$ cat config.mk
export PLATFORM = sky130hd
export DESIGN_NAME = ha_token_fifo_flat
export DESIGN_NICKNAME = d
export VERILOG_FILES = /design/src/rtl/ha_pkg.sv /design/src/rtl/ha_token_fifo_if.sv /design/src/rtl/ha_fifo_mem.sv /design/src/rtl/ha_token_fifo.sv /design/src/flat_wrapper.sv
export SDC_FILE = /design/constraint.sdc
export NUM_CORES = 1
export LEC_CHECK = 0
export ABC_AREA = 1
export CAP_MARGIN = 20
export CORE_MARGIN = 3
export CORE_UTILIZATION = 47
export CTS_CLUSTER_SIZE = 25
export DETAILED_ROUTE_END_ITERATION = 12
export HOLD_SLACK_MARGIN = 0.05
export PLACE_DENSITY = 0.71
export SLEW_MARGIN = 30
export SYNTH_ARGS = -nofsm -noshare
export SYNTH_HDL_FRONTEND = slang
export SYNTH_SLANG_ARGS = --single-unit
$ cat constraint.sdc
create_clock -name clk -period 4.25 [get_ports clk]
set_input_delay 0.85 -clock clk [delete_from_list [all_inputs] [get_ports clk]]
set_output_delay 0.85 -clock clk [all_outputs]
set_load 0.1 [all_outputs]
$ cat src/rtl/ha_pkg.sv
// Shared types and defaults for the HA dataflow token channel.
package ha_pkg;
  localparam int unsigned HA_TOKEN_BW   = 32;
  localparam int unsigned HA_FIFO_DEPTH = 4;
  localparam int unsigned HA_CNT_BW     = 32;

  typedef logic [HA_TOKEN_BW-1:0] ha_token_t;

  // Per-cycle occupancy change, encoded as {push, pop}.
  typedef enum logic [1:0] {
    HA_OP_IDLE = 2'b00,
    HA_OP_POP  = 2'b01,
    HA_OP_PUSH = 2'b10,
    HA_OP_BOTH = 2'b11
  } ha_fifo_op_e;
endpackage

$ cat src/rtl/ha_token_fifo_if.sv
// Upstream and downstream valid/ready token handshakes of the token FIFO.
interface ha_token_fifo_if
  import ha_pkg::*;
#(
  parameter int unsigned DataIn_1_BW = HA_TOKEN_BW
);
  logic [DataIn_1_BW-1:0] DataIn_1;
  logic                   DataIn_1_valid;
  logic                   DataIn_1_ready;
  logic [DataIn_1_BW-1:0] DataOut_1;
  logic                   DataOut_1_valid;
  logic                   DataOut_1_ready;

  modport master (
    output DataIn_1, DataIn_1_valid, DataOut_1_ready,
    input  DataIn_1_ready, DataOut_1, DataOut_1_valid
  );

  modport slave (
    input  DataIn_1, DataIn_1_valid, DataOut_1_ready,
    output DataIn_1_ready, DataOut_1, DataOut_1_valid
  );
endinterface

$ cat src/rtl/ha_fifo_mem.sv
// DEPTH x width register array: one synchronous write port, one asynchronous read port.
module ha_fifo_mem
  import ha_pkg::*;
#(
  parameter  int unsigned DataIn_1_BW = HA_TOKEN_BW,
  parameter  int unsigned DEPTH       = HA_FIFO_DEPTH,
  localparam int unsigned PTR_W       = $clog2(DEPTH)
) (
  input  logic                   clk,
  input  logic                   i_wr_en,
  input  logic [PTR_W-1:0]       i_wr_addr,
  input  logic [DataIn_1_BW-1:0] i_wr_data,
  input  logic [PTR_W-1:0]       i_rd_addr,
  output logic [DataIn_1_BW-1:0] o_rd_data
);
  logic [DataIn_1_BW-1:0] r_mem [DEPTH];

  always_ff @(posedge clk) begin
    if (i_wr_en) r_mem[i_wr_addr] <= i_wr_data;
  end

  assign o_rd_data = r_mem[i_rd_addr];
endmodule

$ cat src/rtl/ha_token_fifo.sv
// Elastic first-word-fall-through token FIFO with occupancy and consumed-token counter.
module ha_token_fifo
  import ha_pkg::*;
#(
  parameter int unsigned DataIn_1_BW = HA_TOKEN_BW,
  parameter int unsigned DEPTH       = HA_FIFO_DEPTH,
  parameter int unsigned CNT_BW      = HA_CNT_BW
) (
  input  logic                   clk,
  input  logic                   rst,
  ha_token_fifo_if.slave         bus,
  output logic [$clog2(DEPTH):0] Count,
  output logic                   Full,
  output logic                   Empty,
  output logic [CNT_BW-1:0]      TokTotal
);
  localparam int unsigned       PTR_W    = $clog2(DEPTH);
  localparam int unsigned       CNT_W    = PTR_W + 1;
  localparam logic [CNT_W-1:0]  FULL_CNT = CNT_W'(DEPTH);

  logic [PTR_W-1:0]       r_wr_ptr;
  logic [PTR_W-1:0]       r_rd_ptr;
  logic [CNT_W-1:0]       r_count;
  logic [CNT_W-1:0]       w_count_nxt;
  logic                   r_full;
  logic                   r_empty;
  logic [CNT_BW-1:0]      r_tok_total;
  logic                   w_in_ready;
  logic                   w_push;
  logic                   w_pop;
  ha_fifo_op_e            w_op;
  logic [DataIn_1_BW-1:0] w_rd_data;

  // Ready comes from the registered full flag only, so a same-cycle pop never raises it.
  assign w_in_ready = !r_full && !rst;
  assign w_push     = bus.DataIn_1_valid && w_in_ready;
  assign w_pop      = !r_empty && bus.DataOut_1_ready && !rst;
  assign w_op       = ha_fifo_op_e'({w_push, w_pop});

  always_comb begin
    w_count_nxt = r_count;
    unique case (w_op)
      HA_OP_PUSH: w_count_nxt = r_count + CNT_W'(1);
      HA_OP_POP:  w_count_nxt = r_count - CNT_W'(1);
      default:    w_count_nxt = r_count;
    endcase
  end

  always_ff @(posedge clk) begin
    if (rst) begin
      r_wr_ptr    <= '0;
      r_rd_ptr    <= '0;
      r_count     <= '0;
      r_full      <= 1'b0;
      r_empty     <= 1'b1;
      r_tok_total <= '0;
    end else begin
      if (w_push) r_wr_ptr <= r_wr_ptr + PTR_W'(1);
      if (w_pop) begin
        r_rd_ptr    <= r_rd_ptr + PTR_W'(1);
        r_tok_total <= r_tok_total + CNT_BW'(1);
      end
      r_count <= w_count_nxt;
      r_full  <= (w_count_nxt == FULL_CNT);
      r_empty <= (w_count_nxt == '0);
    end
  end

  ha_fifo_mem #(
    .DataIn_1_BW (DataIn_1_BW),
    .DEPTH       (DEPTH)
  ) u_mem (
    .clk       (clk),
    .i_wr_en   (w_push),
    .i_wr_addr (r_wr_ptr),
    .i_wr_data (bus.DataIn_1),
    .i_rd_addr (r_rd_ptr),
    .o_rd_data (w_rd_data)
  );

  assign bus.DataIn_1_ready  = w_in_ready;
  assign bus.DataOut_1_valid = !r_empty;
  assign bus.DataOut_1       = r_empty ? '0 : w_rd_data;
  assign Count               = r_count;
  assign Full                = r_full;
  assign Empty               = r_empty;
  assign TokTotal            = r_tok_total;

  a_count_bound: assert property (@(posedge clk) disable iff (rst) r_count <= FULL_CNT);
  a_no_push_full: assert property (@(posedge clk) disable iff (rst) r_full |-> !w_push);
  a_no_pop_empty: assert property (@(posedge clk) disable iff (rst) r_empty |-> !w_pop);
  a_out_stable: assert property (@(posedge clk) disable iff (rst)
    (bus.DataOut_1_valid && !bus.DataOut_1_ready) |=> $stable(bus.DataOut_1));
endmodule

$ cat src/flat_wrapper.sv
// flat-port wrapper written by rule: the top's interface ports become plain ports
module ha_token_fifo_flat import ha_pkg::*;
#(
  parameter int unsigned DataIn_1_BW = HA_TOKEN_BW,
  parameter int unsigned DEPTH       = HA_FIFO_DEPTH,
  parameter int unsigned CNT_BW      = HA_CNT_BW
)
  (clk, rst, Count, Full, Empty, TokTotal, bus_DataIn_1, bus_DataIn_1_valid, bus_DataOut_1_ready, bus_DataIn_1_ready, bus_DataOut_1, bus_DataOut_1_valid);
  ha_token_fifo_if #(.DataIn_1_BW(DataIn_1_BW)) bus_i ();
  input  logic clk;
  input  logic rst;
  output logic [$clog2(DEPTH):0] Count;
  output logic Full;
  output logic Empty;
  output logic [CNT_BW-1:0] TokTotal;
  input wire logic [$bits(bus_i.DataIn_1)-1:0] bus_DataIn_1;
  input wire logic [$bits(bus_i.DataIn_1_valid)-1:0] bus_DataIn_1_valid;
  input wire logic [$bits(bus_i.DataOut_1_ready)-1:0] bus_DataOut_1_ready;
  output wire logic [$bits(bus_i.DataIn_1_ready)-1:0] bus_DataIn_1_ready;
  output wire logic [$bits(bus_i.DataOut_1)-1:0] bus_DataOut_1;
  output wire logic [$bits(bus_i.DataOut_1_valid)-1:0] bus_DataOut_1_valid;
  assign bus_i.DataIn_1 = bus_DataIn_1;
  assign bus_i.DataIn_1_valid = bus_DataIn_1_valid;
  assign bus_i.DataOut_1_ready = bus_DataOut_1_ready;
  assign bus_DataIn_1_ready = bus_i.DataIn_1_ready;
  assign bus_DataOut_1 = bus_i.DataOut_1;
  assign bus_DataOut_1_valid = bus_i.DataOut_1_valid;
  ha_token_fifo #(.DataIn_1_BW(DataIn_1_BW), .DEPTH(DEPTH), .CNT_BW(CNT_BW)) u_core (.clk(clk), .rst(rst), .bus(bus_i), .Count(Count), .Full(Full), .Empty(Empty), .TokTotal(TokTotal));
endmodule
==> flow_summary.json <==
{
  "cts_root_buffer": "clkbuf_16",
  "drt-met1-wl_um": 7040,
  "status": "finished clean",
  "hpwl_um": 11000,
  "start_util_pct": 49.3,
  "diodes": 0,
  "postCtsHoldBufs": 0,
  "die-area_mm2": 0.0171,
  "worst_slack_ns": 1.08,
  "num_vias": 5643,
  "yosysSeqAreaShare_pct": 64.2,
  "dpl_worst_slack_ns": 1.10,
  "rsz0062_at_grt": "false",
  "tightest_slew_ns": 0.995,
  "skew_ns": 0.00964,
  "cts_buffers": 17,
  "fp.dieH_um": 131,
  "cts_resized": 0,
  "synth-edff-count": 128,
  "wl_met2_um": 8600,
  "cp-start-kind": "register",
  "wl_met3_um": 1120,
  "layout-drive-gt1-share_pct": 11.5,
  "drtPass1Iterations": 7,
  "final_cell_area_mm2": 0.00954,
  "period_share_pct": 74.5,
  "ios": 107,
  "clk_pin_slew_ns": 0.06,
  "yosysWarnings": 0,
  "utilization_pct": 64.2,
  "nNetsFinal": 891,
  "ys_ff_latch": 171,
  "core_mm2": 0.0149,
  "cts_tree": "built",
  "fmax_mhz": 316,
  "cts_sinks": 171,
  "gr-total-overflow": 0,
  "place_congestion": 0.885,
  "netlist_area_mm2": 0.00732,
  "synth_top_flop_cell": "edfxtp_1",
  "critical_path_required_ns": 3.40,
  "row_count": 44,
  "max-clock-path-buffers": 2,
  "grt_util_all_layers_pct": 21.0,
  "die_x_um": 131,
  "synth_cell_types": 34,
  "routed.top_layer": "met4",
  "async_flop_share_pct": 0,
  "grt_pass1_wl_um": 27500,
  "via_per_inst": 5.40,
  "maxCapViolations": 0,
  "drt-initial-drc-count": 487,
  "setup_viol": 0,
  "crit_arrival_ns": 2.32,
  "place_area_mm2": 0.00891,
  "irDropWorstVdd_uv": 242,
  "seq_area_mm2": 0.00471,
  "leakage_uw": 0.00342,
  "antenna_found_initial": 0,
  "syn_avg_cell_area_um2": 9.87,
  "htreeDepth": 4,
  "power_density_mw_per_mm2": 458,
  "hold_class": "register to register",
  "crit_fanout": 40,
  "detail-route-antenna-nets": 0,
  "end_kind": "output pin",
  "grt_max_degree": 65,
  "synth_fp_nets": 785,
  "post_cts_buffers": 0,
  "clk_latency_ns": 0.42,
  "fillers": 1112,
  "io_buffers": 106,
  "min_period_ns": 3.17,
  "post-route-drc-count": 0,
  "wire_per_inst_um": 16.5,
  "maxSlewViolCount": 0,
  "wirelength_um": 17200,
  "hold_viol": 0,
  "multi_input_area_mm2": 0.00229,
  "max-slew-margin-rel_pct": 33.5,
  "hold_start": "u_core.r_rd_ptr[1]",
  "syn2layout_area_growth_pct": 30.3,
  "syn_inst": 742,
  "timing.rr.start": "u_core.Empty",
  "crit_type": "register to output pin",
  "grt_pass1_vias": 5553,
  "r2r_slack_ns": 1.78
}
==> critical path, stage by stage, from the launching register on <==
cell and delay (ns):
dfxtp_2 0.32, clkinv_1 0.54, buf_12 0.42, o21ai_0 0.23
a21oi_1 0.16, buf_12 0.22
==> final cells by class <==
| cell class | count | share of cell area (%) |
|---|---|---|
| Tap cell | 184 | 2.41 |
| Clock buffer | 18 | 4.50 |
| Sequential cell | 171 | 49.3 |
| Clock inverter | 14 | 2.11 |
| Timing Repair Buffer | 116 | 15.3 |
| Inverter | 58 | 2.33 |
| Multi-Input combinational cell | 484 | 24.0 |
==> layer usage <==
layer | vias to the layer above | track usage, %
li1 | 2713 | -
met1 | 2666 | 26.2
met4 | 0 | 8.77
met3 | 40 | 5.33
met2 | 224 | 35.0
met5 | - | 0
==> cell usage in the layout, fill, tap and decap left out, types with 17 or more instances in the layout <==
| cell | netlist | routed |
|---|---|---|
| dfxtp_1 | 43 | 41 |
| clkdlybuf4s50_1 | 0 | 71 |
| inv_1 | 55 | 54 |
| nand3_1 | 23 | 23 |
| clkbuf_16 | 0 | 17 |
| edfxtp_1 | 128 | 128 |
| nor2_1 | 192 | 188 |
| buf_12 | 0 | 33 |
| o21ai_0 | 74 | 74 |
| a21oi_1 | 46 | 46 |
| nand2_1 | 89 | 89 |
==> metrics by stage <==
stage	instances	hold slack, ns	total power (uW)	TNS [ns]
finish	1045	0.502	4370	0
global route	1045	0.527	4510	0
global placement	1013	0.473	2750	0
CTS	1045	0.504	4390	0
detailed placement	1013	0.483	2760	0
floorplan	742	0.464	2440	-31.86
==> sequential cells by signal (all words and copies together), names as in the netlist, named ones only <==
register,flops
u_core.Count,3
u_core.r_rd_ptr,2
u_core.Full,1
u_core.r_wr_ptr,2
u_core.TokTotal,32
u_core.Empty,1
u_core.u_mem.r_mem,128
==> kinds of logic after synthesis <==
kind of cell             count (synthesis)  share of synthesized area [%]
AO/OA/AOI/OAI                          123                           8.47
XOR/XNOR                                 2                          0.239
flip-flops                             171                           64.2
buffers and inverters                   87                           4.87
multiplexers                             1                          0.137
AND/OR/NAND/NOR                        351                           20.7
adder cells (fa/ha/maj)                  7                           1.30
==> path summary, 6_finish.rpt <==
check | to | cells after the start
worst min-delay path | register | 1
worst max register to register | u_core.Empty | 11
worst max-delay path | bus_DataOut_1[22] | 5
worst min register to register | register | 1
==> where the power goes <==
part	internal, uW	total (uW)	switching (uW)
clock network	1030	1650	612
registers	1830	1870	32.7
logic	259	859	600
total	3130	4370	1240
==> cells in the mapped netlist, types with 2 or more instances <==
cell	count	area, um^2
a21oi_1	46	230
buf_1	5	18.8
buf_2	5	25.0
clkbuf_1	17	63.8
dfxtp_1	43	861
edfxtp_1	128	3840
ha_1	6	75.1
inv_1	55	206
nand2_1	89	334
nand2_2	2	12.5
nand3_1	23	115
nand3_2	3	30.0
nand4_1	14	87.6
nor2_1	192	721
nor2_2	3	18.8
nor2_4	5	56.3
nor3_1	12	60.1
nor3b_1	3	22.5
o21a_1	2	15.0
o21ai_0	74	370
xor2_1	2	17.5
Note: power is estimated with default switching activity, not from simulation.
